File: src/rtl/fifo_sync_param.sv
// Single-clock show-ahead FIFO with registered occupancy count, threshold flags
// and sticky overflow/underflow indicators. Storage is a plain register array.
module fifo_sync_param #(
  parameter int DATA_W   = 8,
  parameter int ADDR_W   = 4,
  parameter int AF_LEVEL = 12,
  parameter int AE_LEVEL = 4
) (
  input  logic              clk,
  input  logic              rst,
  input  logic              wr_en,
  input  logic [DATA_W-1:0] wr_data,
  input  logic              rd_en,
  output logic [DATA_W-1:0] rd_data,
  input  logic              flush,
  output logic              full,
  output logic              empty,
  output logic              almost_full,
  output logic              almost_empty,
  output logic [ADDR_W:0]   count,
  output logic              overflow,
  output logic              underflow
);

  localparam int DEPTH = 1 << ADDR_W;

  localparam logic [ADDR_W:0]   CNT_DEPTH = (ADDR_W+1)'(DEPTH);
  localparam logic [ADDR_W:0]   CNT_AF    = (ADDR_W+1)'(AF_LEVEL);
  localparam logic [ADDR_W:0]   CNT_AE    = (ADDR_W+1)'(AE_LEVEL);
  localparam logic [ADDR_W:0]   CNT_ONE   = (ADDR_W+1)'(1);
  localparam logic [ADDR_W-1:0] PTR_ONE   = ADDR_W'(1);

  logic [DATA_W-1:0] mem [DEPTH];
  logic [ADDR_W-1:0] wr_ptr;
  logic [ADDR_W-1:0] rd_ptr;
  logic [ADDR_W:0]   count_q;
  logic              wr_ok;
  logic              rd_ok;

  // Flags look only at the registered count, so they never depend on this
  // cycle's wr_en/rd_en and follow count through asynchronous reset.
  assign full         = (count_q == CNT_DEPTH);
  assign empty        = (count_q == '0);
  assign almost_full  = (count_q >= CNT_AF);
  assign almost_empty = (count_q <= CNT_AE);
  assign count        = count_q;

  assign wr_ok = wr_en & ~full;
  assign rd_ok = rd_en & ~empty;

  assign rd_data = mem[rd_ptr];

  // NOTE: storage has no reset so it maps onto plain RAM/flops without a reset
  // tree; stale words are unreachable because the pointers and count are reset.
  always_ff @(posedge clk) begin
    if (wr_ok && !flush) begin
      mem[wr_ptr] <= wr_data;
    end
  end

  // NOTE: sequential state uses non-blocking assignments so every register
  // samples pre-edge values, independent of statement order.
  always_ff @(posedge clk or negedge rst) begin
    if (!rst) begin
      wr_ptr    <= '0;
      rd_ptr    <= '0;
      count_q   <= '0;
      overflow  <= 1'b0;
      underflow <= 1'b0;
    end else if (flush) begin
      wr_ptr    <= '0;
      rd_ptr    <= '0;
      count_q   <= '0;
      overflow  <= 1'b0;
      underflow <= 1'b0;
    end else begin
      if (wr_ok) wr_ptr <= wr_ptr + PTR_ONE;
      if (rd_ok) rd_ptr <= rd_ptr + PTR_ONE;
      case ({wr_ok, rd_ok})
        2'b10:   count_q <= count_q + CNT_ONE;
        2'b01:   count_q <= count_q - CNT_ONE;
        default: count_q <= count_q;
      endcase
      if (wr_en && full)  overflow  <= 1'b1;
      if (rd_en && empty) underflow <= 1'b1;
    end
  end

endmodule

File: config.mk
export PLATFORM = sky130hd
export DESIGN_NAME = fifo_sync_param
export DESIGN_NICKNAME = d
export VERILOG_FILES = /design/src/rtl/fifo_sync_param.sv
export SDC_FILE = /design/constraint.sdc
export NUM_CORES = 1
export LEC_CHECK = 0
export ABC_AREA = 1
export CAP_MARGIN = 40
export CORE_UTILIZATION = 54
export CTS_BUF_LIST = sky130_fd_sc_hd__clkbuf_16
export CTS_CLUSTER_SIZE = 10
export DETAILED_ROUTE_END_ITERATION = 8
export PLACE_DENSITY_LB_ADDON = 0.15
export SYNTH_ARGS = -nofsm -noshare
export SYNTH_HDL_FRONTEND = slang
export SYNTH_SLANG_ARGS = --single-unit
File: constraint.sdc
create_clock -name clk -period 1.8 [get_ports clk]
set_input_delay 0.45 -clock clk [delete_from_list [all_inputs] [get_ports clk]]
set_output_delay 0.45 -clock clk [all_outputs]
set_load 0.01 [all_outputs]
# After elaboration in Yosys (flattened, before gate mapping)
# Memories as Yosys holds them, arrays and structs flattened.
# Cells that the tools add are included.
# totals
regBits	15
ramBits	128
memories	1
# memory_table
name	words	word_bits	read_ports	rd_ports_with_merged_regs	write_ports	line_no	text
mem	16	8	1	0	1	33	logic [DATA_W-1:0] mem [DEPTH];
# classes
n_addsub	4
magnitude_cmp	2
eq_ne	3
muxes	12
n_bitwise	4
reduce_logical	10
# ops
cell	count
4-bit two-way mux	4
5-bit case mux with 2 select lines	1
4-bit by 1-bit adder with 4-bit output (second input constant)	2
2-bit nonzero test	4
1-bit two-way mux	6
5-bit by 1-bit adder with 5-bit output (second input constant)	1
5-bit == test (second input constant)	1
5-bit by 4-bit greater-or-equal comparator with 1-bit output (second input constant)	1
5-bit by 3-bit <= comparator with 1-bit output (second input constant)	1
5-bit zero test	1
5-bit two-way mux	1
5-bit by 1-bit subtractor with 5-bit output (second input constant)	1
1-bit logical AND	3
3-bit nonzero test	1
1-bit bitwise AND	2
2-bit by 1-bit == test with 1-bit output (second input constant)	1
2-bit == test (second input constant)	1
1-bit inverter	2
1-bit zero test	1

# Longest topological paths before layout
# Gate-level depths: netlist (run 1).
# depth
ltp_word	6
depth_mapped	16
mapped_depth_nobuf	16

# Least setup slack after synthesis (run 1)
# No wires, ideal clock.
# synth_timing
path_kind	register to register
startpoint	register count_q[3] (netlist: count[3])
endpoint	register count_q[4] (netlist: count[4])
arrival_ns	1.692
t_required_ns	1.683
setup_slack_ns	-0.009
path_stages_with_launch	15
n_path_buf	0
path_cell_list	dfrtp_1 -> nor2_2 -> nand3_2 -> nand2_4 -> inv_4 -> nand2_8 -> inv_2 -> ha_1 -> inv_1 -> o21bai_1 -> inv_1 -> nand2_1 -> nand2_1 -> nand3_1 -> nand2_1
# synth_between
elab_chain_cells	6
word_cells_on_any_way	13
classes_between	add/sub (2); eq/ne (3); mux (2); bitwise (4); reduce/logical (2)
# synth_lines
element	line_no	text
from (decl)	36	logic [ADDR_W:0] count_q;
from (signal assigned)	80	2'b10: count_q <= count_q + CNT_ONE;
from (signal assigned)	81	2'b01: count_q <= count_q - CNT_ONE;
from (signal assigned)	82	default: count_q <= count_q;
5-bit == test / 5-bit zero test (equally long branches)	42, 43	
1-bit inverter (on tied branches)	48, 49	
1-bit bitwise AND (on tied branches)	48, 49	
2-bit by 1-bit == test with 1-bit output / 2-bit == test (equally long branches)	79	case ({wr_ok, rd_ok})
5-bit case mux with 2 select lines	79	
5-bit two-way mux	70	end else if (flush) begin
# Several ways; a longest one is shown, not always the timed one.
# A chain may end at the register's enable or synchronous reset.

# Worst setup path in the final report (run 1)
# layout_timing
startpoint	register rd_ptr[0]
endpoint	output port rd_data[0]
# layout_between
elab_chain_cells	1
# layout_lines
element	line_no	text
from (decl)	35	logic [ADDR_W-1:0] rd_ptr;
from (signal assigned)	78	if (rd_ok) rd_ptr <= rd_ptr + PTR_ONE;
memory read 16 x 8 bit	-	
to (decl)	14	output logic [DATA_W-1:0] rd_data,
# Every way passes these cells.

==> results of run 1 <==
[routing by layer]
| metal | wire, um | up-vias | global-route usage |
|---|---|---|---|
| li1 | - | 2027 | - |
| met1 | 6750 | 2321 | 0.377 |
| met2 | 8740 | 204 | 0.507 |
| met3 | 1080 | 35 | 0.0678 |
| met4 | 351 | 0 | 0.118 |
| met5 | 0 | - | 0 |
[worst min-delay path by stage]
stage	startpoint	to	slack [ns]	cells past startpoint
floorplan	rst	count[0]	0.15	0
CTS	rst	count[3]	0.37	2
detailed placement	underflow	underflow	0.50	2
global route	rst	count[3]	0.39	2
finish	rst	count[4]	0.37	2
global placement	overflow	overflow	0.49	2
[cells in the final DEF (no fill, tap or decap), types with 9 or more instances in the layout]
master             n
edfxtp_1         128
nor2_1            60
buf_4             60
o21ai_0           32
buf_6             25
nor2_2            24
nand2_1           23
o21ai_1           19
clkbuf_16         17
clkdlybuf4s50_1   14
o21ai_2           13
o221ai_1          13
nand3_1           13
inv_1             12
dfrtp_1           12
nand2_4           11
o211ai_1          10
buf_12            10
o21ai_4            9
o22ai_2            9
o221ai_2           9
buf_2              9
[cell usage after synthesis, types with 2 or more instances]
cell,count,share of area
edfxtp_1,128,0.64
nor2_1,88,0.055
o21ai_0,71,0.059
nand2_1,32,0.020
o221ai_1,22,0.032
inv_1,19,0.012
clkbuf_1,16,0.010
nand3_1,16,0.013
dfrtp_1,15,0.063
o22ai_1,11,0.011
o211ai_1,10,0.013
buf_2,7,0.0058
ha_1,7,0.015
a21oi_1,5,0.0042
nand2_2,5,0.0052
nand3_2,4,0.0067
nor3_1,4,0.0033
inv_2,3,0.0019
clkinv_1,2,0.0013
inv_4,2,0.0021
nand2_4,2,0.0038
nor2_2,2,0.0021
nor2_4,2,0.0038
o21ai_1,2,0.0017
xor2_1,2,0.0029
[cell families (layout without fill, tap and decap cells)]
logic type,Yosys count,in the layout,share of synthesized area
adder cells (fa/ha/maj),7,7,0.0146
AND/OR/NAND/NOR,157,157,0.118
AO/OA/AOI/OAI,124,124,0.125
flip-flops,143,143,0.704
buffers and inverters,51,188,0.0361
XOR/XNOR,2,2,0.00292
[through the flow]
stage	power [mW]	setup TNS (ns)	cell area, um^2	worst slack, ns
floorplan	5.24	0	6000	0.00776
global placement	6.43	-34.98	6930	-0.514
detailed placement	6.49	-37.70	6930	-0.518
CTS	11.0	-4.55	8140	-0.562
global route	12.0	-7.38	8520	-0.677
finish	11.6	-5.11	8520	-0.606
[sequential cells by signal (all words and copies together), names as in the netlist]
signal / count
wr_ptr: 4
mem: 128
count: 5
overflow: 1
rd_ptr: 4
underflow: 1
[area by class of cell]
| cell class | count | area [um^2] | share of cell area |
|---|---|---|---|
| sequential | 143 | 4220 | 0.495 |
| multi-input combinational | 290 | 2050 | 0.240 |
| timing repair buffer | 130 | 1340 | 0.157 |
| clock buffer | 17 | 425 | 0.0499 |
| clock inverter | 15 | 194 | 0.0228 |
| tap | 140 | 175 | 0.0206 |
| inverter | 26 | 118 | 0.0138 |
[what timing repair did]
item	4_1_cts	5_1_grt
pin swaps	49	34
endpoints found under the setup margin	18	88
hold buffers	0	0
resized for setup	186	80
setup buffers	18	11
gates cloned	6	0
[power breakdown]
group | switching (mW) | internal [mW] | total (mW) | leakage, nW
clock | 1.38 | 2.32 | 3.70 | 0.311
sequential | 0.0984 | 3.73 | 3.83 | 1.35
combinational | 2.14 | 1.91 | 4.04 | 1.46
==> run_results.csv, run 1 <==
group,metric,value,unit
place,port_buffers,31,
drt,wirelength,16900,um
place,placed_cells,696,
finish,n_antenna_cell,0,
worst_setup_path,start_kind,"flop",
worst_setup_path,critPathTopFamily,"compound AO/OA/AOI/OAI gates",
clocking,h-tree-depth,4,
run_status,status,"finished, violations left",
drt,num_vias,4587,
floorplanning,die_h,107,um
worst_setup_path,max_stage_delay,0.47,ns
drt,drt_iter0_drc,463,
sta,clock_skew,0.0105,ns
finish,post-route-util,0.786,
sta,tightest_slew,0.606,ns
global_routing,grt_max_degree,26,
worst_setup_path,worstRegToRegCells,16,
worst_setup_path,rrSetupSlack,-0.11,ns
yosys,async_reset_ff_frac,0.105,
worst_setup_path,r2r_end,"count[4]",
job,maxCapViolations,0,
worst_setup_path,cp.required,1.35,ns
worst_setup_path,critPathCaptureType,"output port",
sta,min_period,2.41,ns
yosys,postSynthAreaPerCell,12.4,um^2
yosys,ys.warnings.count,0,
clocking,clkSlewWorstSetupHoldPaths,0.06,ns
sta,max_freq,0.416,GHz
yosys,synth_enable_flop_cells,128,
sta,hold_violations,0,
worst_setup_path,endpoint,"rd_data[0]",
yosys,synth.yosys.seq_area_share,0.704,
yosys,syn_inst,484,
clocking,cts_root_buf,"clkbuf_16",
floorplanning,die_w,107,um
worst_setup_path,slowest_stage,"dfrtp_2",
floorplanning,initial_utilization,0.553,
place,place_congestion,0.872,
finish,nFillCells,616,
global_routing,overflow,0,
sta,setup_violations,16,
worst_setup_path,cp_max_fo,5,
finish,area_delta_synth_final,42.2,%
worst_setup_path,r2r_start,"count[2]",
yosys,postSynthNetCount,504,
power,powerDensity,1360,nW/um^2
worst_setup_path,path_depth,7,
drt,vias_per_cell,6.03,
floorplanning,core_region_area,10800,um^2
drt,avgRoutedWirePerCell,22.2,um
clocking,tritoncts,"done",
drt,antenna_left,0,
worst_setup_path,setup.worst_path.start,"rd_ptr[0]",
sta,fin_ws,-0.606,ns
clocking,cts_made_buffers,17,
yosys,synth_seq_cells,143,
drt,drc,0,
sta,rsz0062_at_grt,"true",
global_routing,antenna_found_initial,0,
global_routing,grt_pass1_wl,25000,um
sta,drv_slew,0,
sta,post-route-period-util,1.34,
global_routing,grt_pass1_vias,4685,
yosys,netlist_area,6000,um^2
yosys,synth_cell_type_count,32,
worst_setup_path,crit_buf_inv,3,
clocking,clock_path_buffers,2,
clocking,cts_sinks,143,
floorplanning,io-pin-count,32,
clocking,clock_latency,0.42,ns
hold_path,min_path_type,"primary input to async pin",
finish,drive_above_1_share,0.417,
power,power.leakage,3.12,nW
drt,dr.pass1.iters,8,
yosys,synthFlopType,"edfxtp_1",
floorplanning,die_area,11500,um^2
global_routing,grtUsageTotal,0.300,
sta,fin_hold_ws,0.373,ns
place,dpl.hpwl,9290,um
worst_setup_path,cp_cell_sequence,"buf_12, buf_16, o21ai_2, o22ai_2, o211ai_1, nand2_1, buf_2",
worst_setup_path,critPathKind,"flop to output port",
floorplanning,rows,38,
power,ir_worst_vdd,1.00,mV
worst_setup_path,crit_arrival,1.96,ns
finish,stdcell_count,761,
finish,nNetsFinal,628,
run_status,violations,"setup timing",
sta,relSlewSlack,0.595,
No activity file was read; power rests on OpenSTA's default activity.
==> run 2, diff against run 1 <==
--- a/config.mk
+++ b/config.mk
@@ -6,8 +6,7 @@
 export NUM_CORES = 1
 export LEC_CHECK = 0
 export ABC_AREA = 1
-export CAP_MARGIN = 40
-export CORE_UTILIZATION = 54
+export CORE_UTILIZATION = 37
 export CTS_BUF_LIST = sky130_fd_sc_hd__clkbuf_16
 export CTS_CLUSTER_SIZE = 10
 export DETAILED_ROUTE_END_ITERATION = 8
==> run_results.csv, run 2 (synthesis gave the netlist of run 1 again) <==
group,metric,value,unit
run_status,status,"finished, violations left",
run_status,violations,"setup timing",
place,pre_cts_ws,-0.550,ns
sta,max_freq,0.412,GHz
clocking,cts_sinks,143,
worst_setup_path,critPathKind,"flop to output port",
finish,mostFrequentLayoutCells,"edfxtp_1, buf_4, nor2_1",
finish,final_common_cell,"edfxtp_1",
power,switching_share,0.304,
place,place_congestion,0.818,
drt,avgRoutedWirePerCell,18.7,um
drt,num_vias,4253,
clocking,clock_latency,0.42,ns
sta,clock_skew,0.00818,ns
clocking,tritoncts,"done",
global_routing,grt_pass1_wl,23800,um
drt,drc,0,
finish,drive_above_1_share,0.344,
global_routing,grtUsageTotal,0.199,
place,place_area,7130,um^2
global_routing,antenna_found_initial,0,
drt,drt_iter0_drc,534,
sta,fin_ws,-0.627,ns
worst_setup_path,critPathCaptureType,"output port",
worst_setup_path,cp_max_fo,16,
sta,setup_violations,12,
finish,post-route-util,0.515,
global_routing,overflow,0,
power,pwr-share-comb,0.313,
worst_setup_path,r2r_start,"count[1]",
floorplanning,die_w,129,um
drt,dr.pass1.iters,5,
worst_setup_path,worstRegToRegCells,16,
worst_setup_path,start_kind,"flop",
global_routing,grt_pass1_vias,4171,
floorplanning,die_area,16700,um^2
floorplanning,rows,46,
floorplanning,die_h,129,um
finish,regMostFlops,"mem",
job,maxCapViolations,0,
power,ir_worst_vdd,0.904,mV
finish,area_delta_synth_final,35.9,%
worst_setup_path,setup.worst_path.start,"rd_ptr[0]",
sta,min_period,2.43,ns
clocking,h-tree-depth,4,
sta,rsz0062_at_grt,"true",
floorplanning,initial_utilization,0.379,
sta,tightest_slew,0.564,ns
clocking,cts_root_buf,"clkbuf_16",
sta,fin_hold_ws,0.345,ns
place,dpl.hpwl,9590,um
worst_setup_path,r2r_end,"count[4]",
finish,multiInputGateArea,1800,um^2
power,intPower,7.39,mW
worst_setup_path,crit_arrival,1.98,ns
finish,n_antenna_cell,0,
power,clkPwrFrac,0.327,
drt,wirelength,15600,um
worst_setup_path,rrSetupSlack,-0.07,ns
clocking,clock_path_buffers,2,
global_routing,grt_max_degree,32,
finish,largest_reg_flops,128,
finish,nFillCells,1364,
place,port_buffers,31,
sta,relSlewSlack,0.623,
sta,hold_violations,0,
clocking,cts_made_buffers,17,
power,switching_power,3.22,mW
clocking,clkSlewWorstSetupHoldPaths,0.06,ns
power,seq_power_share,0.360,
drt,vias_per_cell,5.09,
power,power.leakage,3.00,nW
sta,drv_slew,0,
floorplanning,io-pin-count,32,
floorplanning,core_region_area,15800,um^2
worst_setup_path,cp.required,1.35,ns
sta,post-route-period-util,1.35,
finish,nNetsFinal,627,
finish,finalInstanceArea,8150,um^2
hold_path,min_path_type,"primary input to async pin",
power,powerDensity,1300,nW/um^2
finish,register_area,4220,um^2
drt,antenna_left,0,
## run 2: final cells by class
cell class | instances | share of cell area
clock inverter | 14 | 0.0184
sequential | 143 | 0.518
clock buffer | 17 | 0.0522
tap | 216 | 0.0332
timing repair buffer | 129 | 0.143
inverter | 26 | 0.0135
multi-input combinational | 290 | 0.221
## run 2: worst max-delay path by stage
stage / end / slack, ns / cells after the start
3_5_place_dp: rd_data[2] / -0.55 / 8
6_report: rd_data[2] / -0.63 / 8
4_1_cts: rd_data[3] / -0.62 / 8
2_1_floorplan: count[4] / 0.008 / 14
3_3_place_gp: rd_data[2] / -0.56 / 8
5_1_grt: rd_data[0] / -0.70 / 8
## run 2: layer usage
layer  share of wire  wire length [um]  GRT usage  up-vias
met3           0.056               877     0.0500       17
met4           0.011               178     0.0609        0
li1                -                 -          -     2021
met1            0.45              7050      0.278     2068
met5               0                 0          0        -
met2            0.48              7480      0.304      147
## run 2: power groups by stage
stage | Combinational, mW | Clock [mW] | Sequential, mW
final | 3.32 | 3.47 | 3.82
after CTS | 3.06 | 3.52 | 3.82
after global routing | 3.60 | 3.67 | 3.83
after detailed placement | 2.66 | 0 | 3.88
after floorplan | 1.33 | 0 | 3.92
after global placement | 2.63 | 0 | 3.88
## run 2: worst max-delay path, cell delays in order, from the launching register on
cell and delay [ns]:
dfrtp_2 0.46, buf_4 0.16, buf_12 0.15, buf_4 0.16, nor2_2 0.10, o221ai_1 0.15
nand3_1 0.14, nand2_1 0.07, buf_2 0.15
## run 2: metrics by stage
stage | std cells | power, mW | TNS (ns)
CTS | 828 | 10.4 | -4.73
global placement | 785 | 6.51 | -41.16
floorplan | 484 | 5.24 | 0
global route | 835 | 11.1 | -5.94
finish | 835 | 10.6 | -4.75
detailed placement | 785 | 6.54 | -41.39
## run 2: what timing repair did
item | 4_1_cts | 5_1_grt
setup endpoints to repair | 18 | 139
resized for setup | 105 | 57
hold buffers | 0 | 0
buffers inserted | 9 | 9
cloned | 3 | 1
pin swaps | 22 | 38
==> run 3, diff against run 2 <==
--- a/config.mk
+++ b/config.mk
@@ -11,6 +11,7 @@
 export CTS_CLUSTER_SIZE = 10
 export DETAILED_ROUTE_END_ITERATION = 8
 export PLACE_DENSITY_LB_ADDON = 0.15
+export SKIP_CTS_REPAIR_TIMING = 1
 export SYNTH_ARGS = -nofsm -noshare
 export SYNTH_HDL_FRONTEND = slang
 export SYNTH_SLANG_ARGS = --single-unit
==> run_results.csv, run 3 (synthesis gave the netlist of run 1 again) <==
group,metric,value,unit
worst_setup_path,start_kind,"flop",
finish,n_antenna_cell,0,
run_status,violations,"setup timing",
global_routing,grt_pass1_vias,3996,
power,ir_worst_vdd,0.910,mV
power,switching_power,3.15,mW
worst_setup_path,cp.required,1.35,ns
power,total_power,10.5,mW
finish,nNetsFinal,622,
clocking,cts_made_buffers,17,
floorplanning,core_region_area,15800,um^2
drt,avgRoutedWirePerCell,18.8,um
clocking,clock_path_buffers,2,
place,port_buffers,31,
clocking,h-tree-depth,4,
clocking,cts_root_buf,"clkbuf_16",
sta,min_period,2.37,ns
sta,rsz0062_at_grt,"true",
worst_setup_path,crit_arrival,1.92,ns
place,place_congestion,0.818,
floorplanning,io-pin-count,32,
sta,fin_ws,-0.570,ns
power,power.leakage,3.08,nW
finish,area_delta_synth_final,34.8,%
global_routing,antenna_found_initial,0,
hold_path,min_path_type,"primary input to async pin",
floorplanning,initial_utilization,0.379,
global_routing,grtUsageTotal,0.187,
drt,num_vias,4212,
drt,drc,0,
worst_setup_path,cp_max_fo,8,
floorplanning,die_w,129,um
floorplanning,die_h,129,um
power,clkPwrFrac,0.330,
finish,nFillCells,1383,
finish,final_common_cell,"edfxtp_1",
place,place_area,7130,um^2
clocking,cts_sinks,143,
drt,wirelength,15600,um
worst_setup_path,critPathKind,"flop to output port",
global_routing,grt_max_degree,64,
finish,largest_reg_flops,128,
global_routing,overflow,0,
global_routing,grt_pass1_wl,22500,um
worst_setup_path,critPathCaptureType,"output port",
floorplanning,die_area,16700,um^2
sta,setup_violations,10,
power,powerDensity,1300,nW/um^2
drt,antenna_left,0,
finish,mostFrequentLayoutCells,"edfxtp_1, nor2_1, buf_4",
drt,vias_per_cell,5.07,
sta,tightest_slew,0.575,ns
clocking,clkSlewWorstSetupHoldPaths,0.06,ns
sta,max_freq,0.422,GHz
sta,post-route-period-util,1.32,
sta,hold_violations,0,
power,switching_share,0.300,
finish,finalInstanceArea,8090,um^2
clocking,tritoncts,"done",
sta,clock_skew,0.00772,ns
job,maxCapViolations,0,
power,intPower,7.33,mW
place,dpl.hpwl,9590,um
power,pwr-share-comb,0.306,
drt,drt_iter0_drc,522,
run_status,status,"finished, violations left",
power,seq_power_share,0.365,
drt,dr.pass1.iters,5,
sta,drv_slew,0,
finish,drive_above_1_share,0.316,
sta,relSlewSlack,0.615,
sta,fin_hold_ws,0.352,ns
clocking,clock_latency,0.42,ns
floorplanning,rows,46,
finish,regMostFlops,"mem",
place,pre_cts_ws,-0.550,ns
-- run 3: cell count changes in the layout (fill, tap and decap cells not counted), sizes merged --
cell          change
clkinv            +1
dlygate4sd2       -4
dlymetal6s2s      +8
inv               -1
clkbuf            +5
buf              -14
-- run 3: worst paths after layout --
path                           start          to  slack (ns)  cells after the start
max                        rd_ptr[0]  rd_data[4]       -0.57                      7
max reg2reg                 count[0]    count[4]       -0.07                     14
min in group clk           underflow   underflow        0.50                      2
max in group asynchronous        rst   rd_ptr[0]        1.25                      2
min reg2reg                underflow   underflow        0.50                      2
min                              rst    count[3]        0.35                      2
-- run 3: power groups by stage --
stage | Clock, mW | Sequential, mW | Combinational, mW
2_1_floorplan | 0 | 3.92 | 1.33
3_3_place_gp | 0 | 3.88 | 2.63
3_5_place_dp | 0 | 3.88 | 2.66
4_1_cts | 3.52 | 3.81 | 2.68
5_1_grt | 3.67 | 3.83 | 3.46
6_report | 3.46 | 3.82 | 3.20
-- run 3: area by class of cell --
type	count	area, um^2	share of cell area
flip-flops and latches	143	4220	0.522
multi-input cells	290	1730	0.214
repair buffers	124	1170	0.145
clock buffers	17	425	0.0526
well taps	216	270	0.0334
clock inverters	14	150	0.0186
inverters	26	113	0.0139
-- run 3: metrics by stage --
stage | utilization | cells | setup TNS (ns)
after CTS | 0.487 | 816 | -10.14
after global routing | 0.511 | 830 | -5.65
after global placement | 0.451 | 785 | -41.16
after floorplan | - | 484 | 0
final | 0.511 | 830 | -4.39
after detailed placement | 0.451 | 785 | -41.39
-- run 3: critical path: stages (launching register included) --
cell       delay, ns
dfrtp_2         0.45
buf_6           0.15
clkbuf_16       0.17
o21ai_0         0.16
o22ai_1         0.12
o211ai_1        0.21
nand2_1         0.10
clkbuf_2        0.14
-- run 3: routing by layer --
layer / GRT usage / vias up / wire length, um
met1: 0.265 / 2036 / 7030
met3: 0.0471 / 9 / 952
li1: - / 2015 / -
met4: 0.0588 / 0 / 148
met5: 0 / - / 0
met2: 0.282 / 152 / 7470
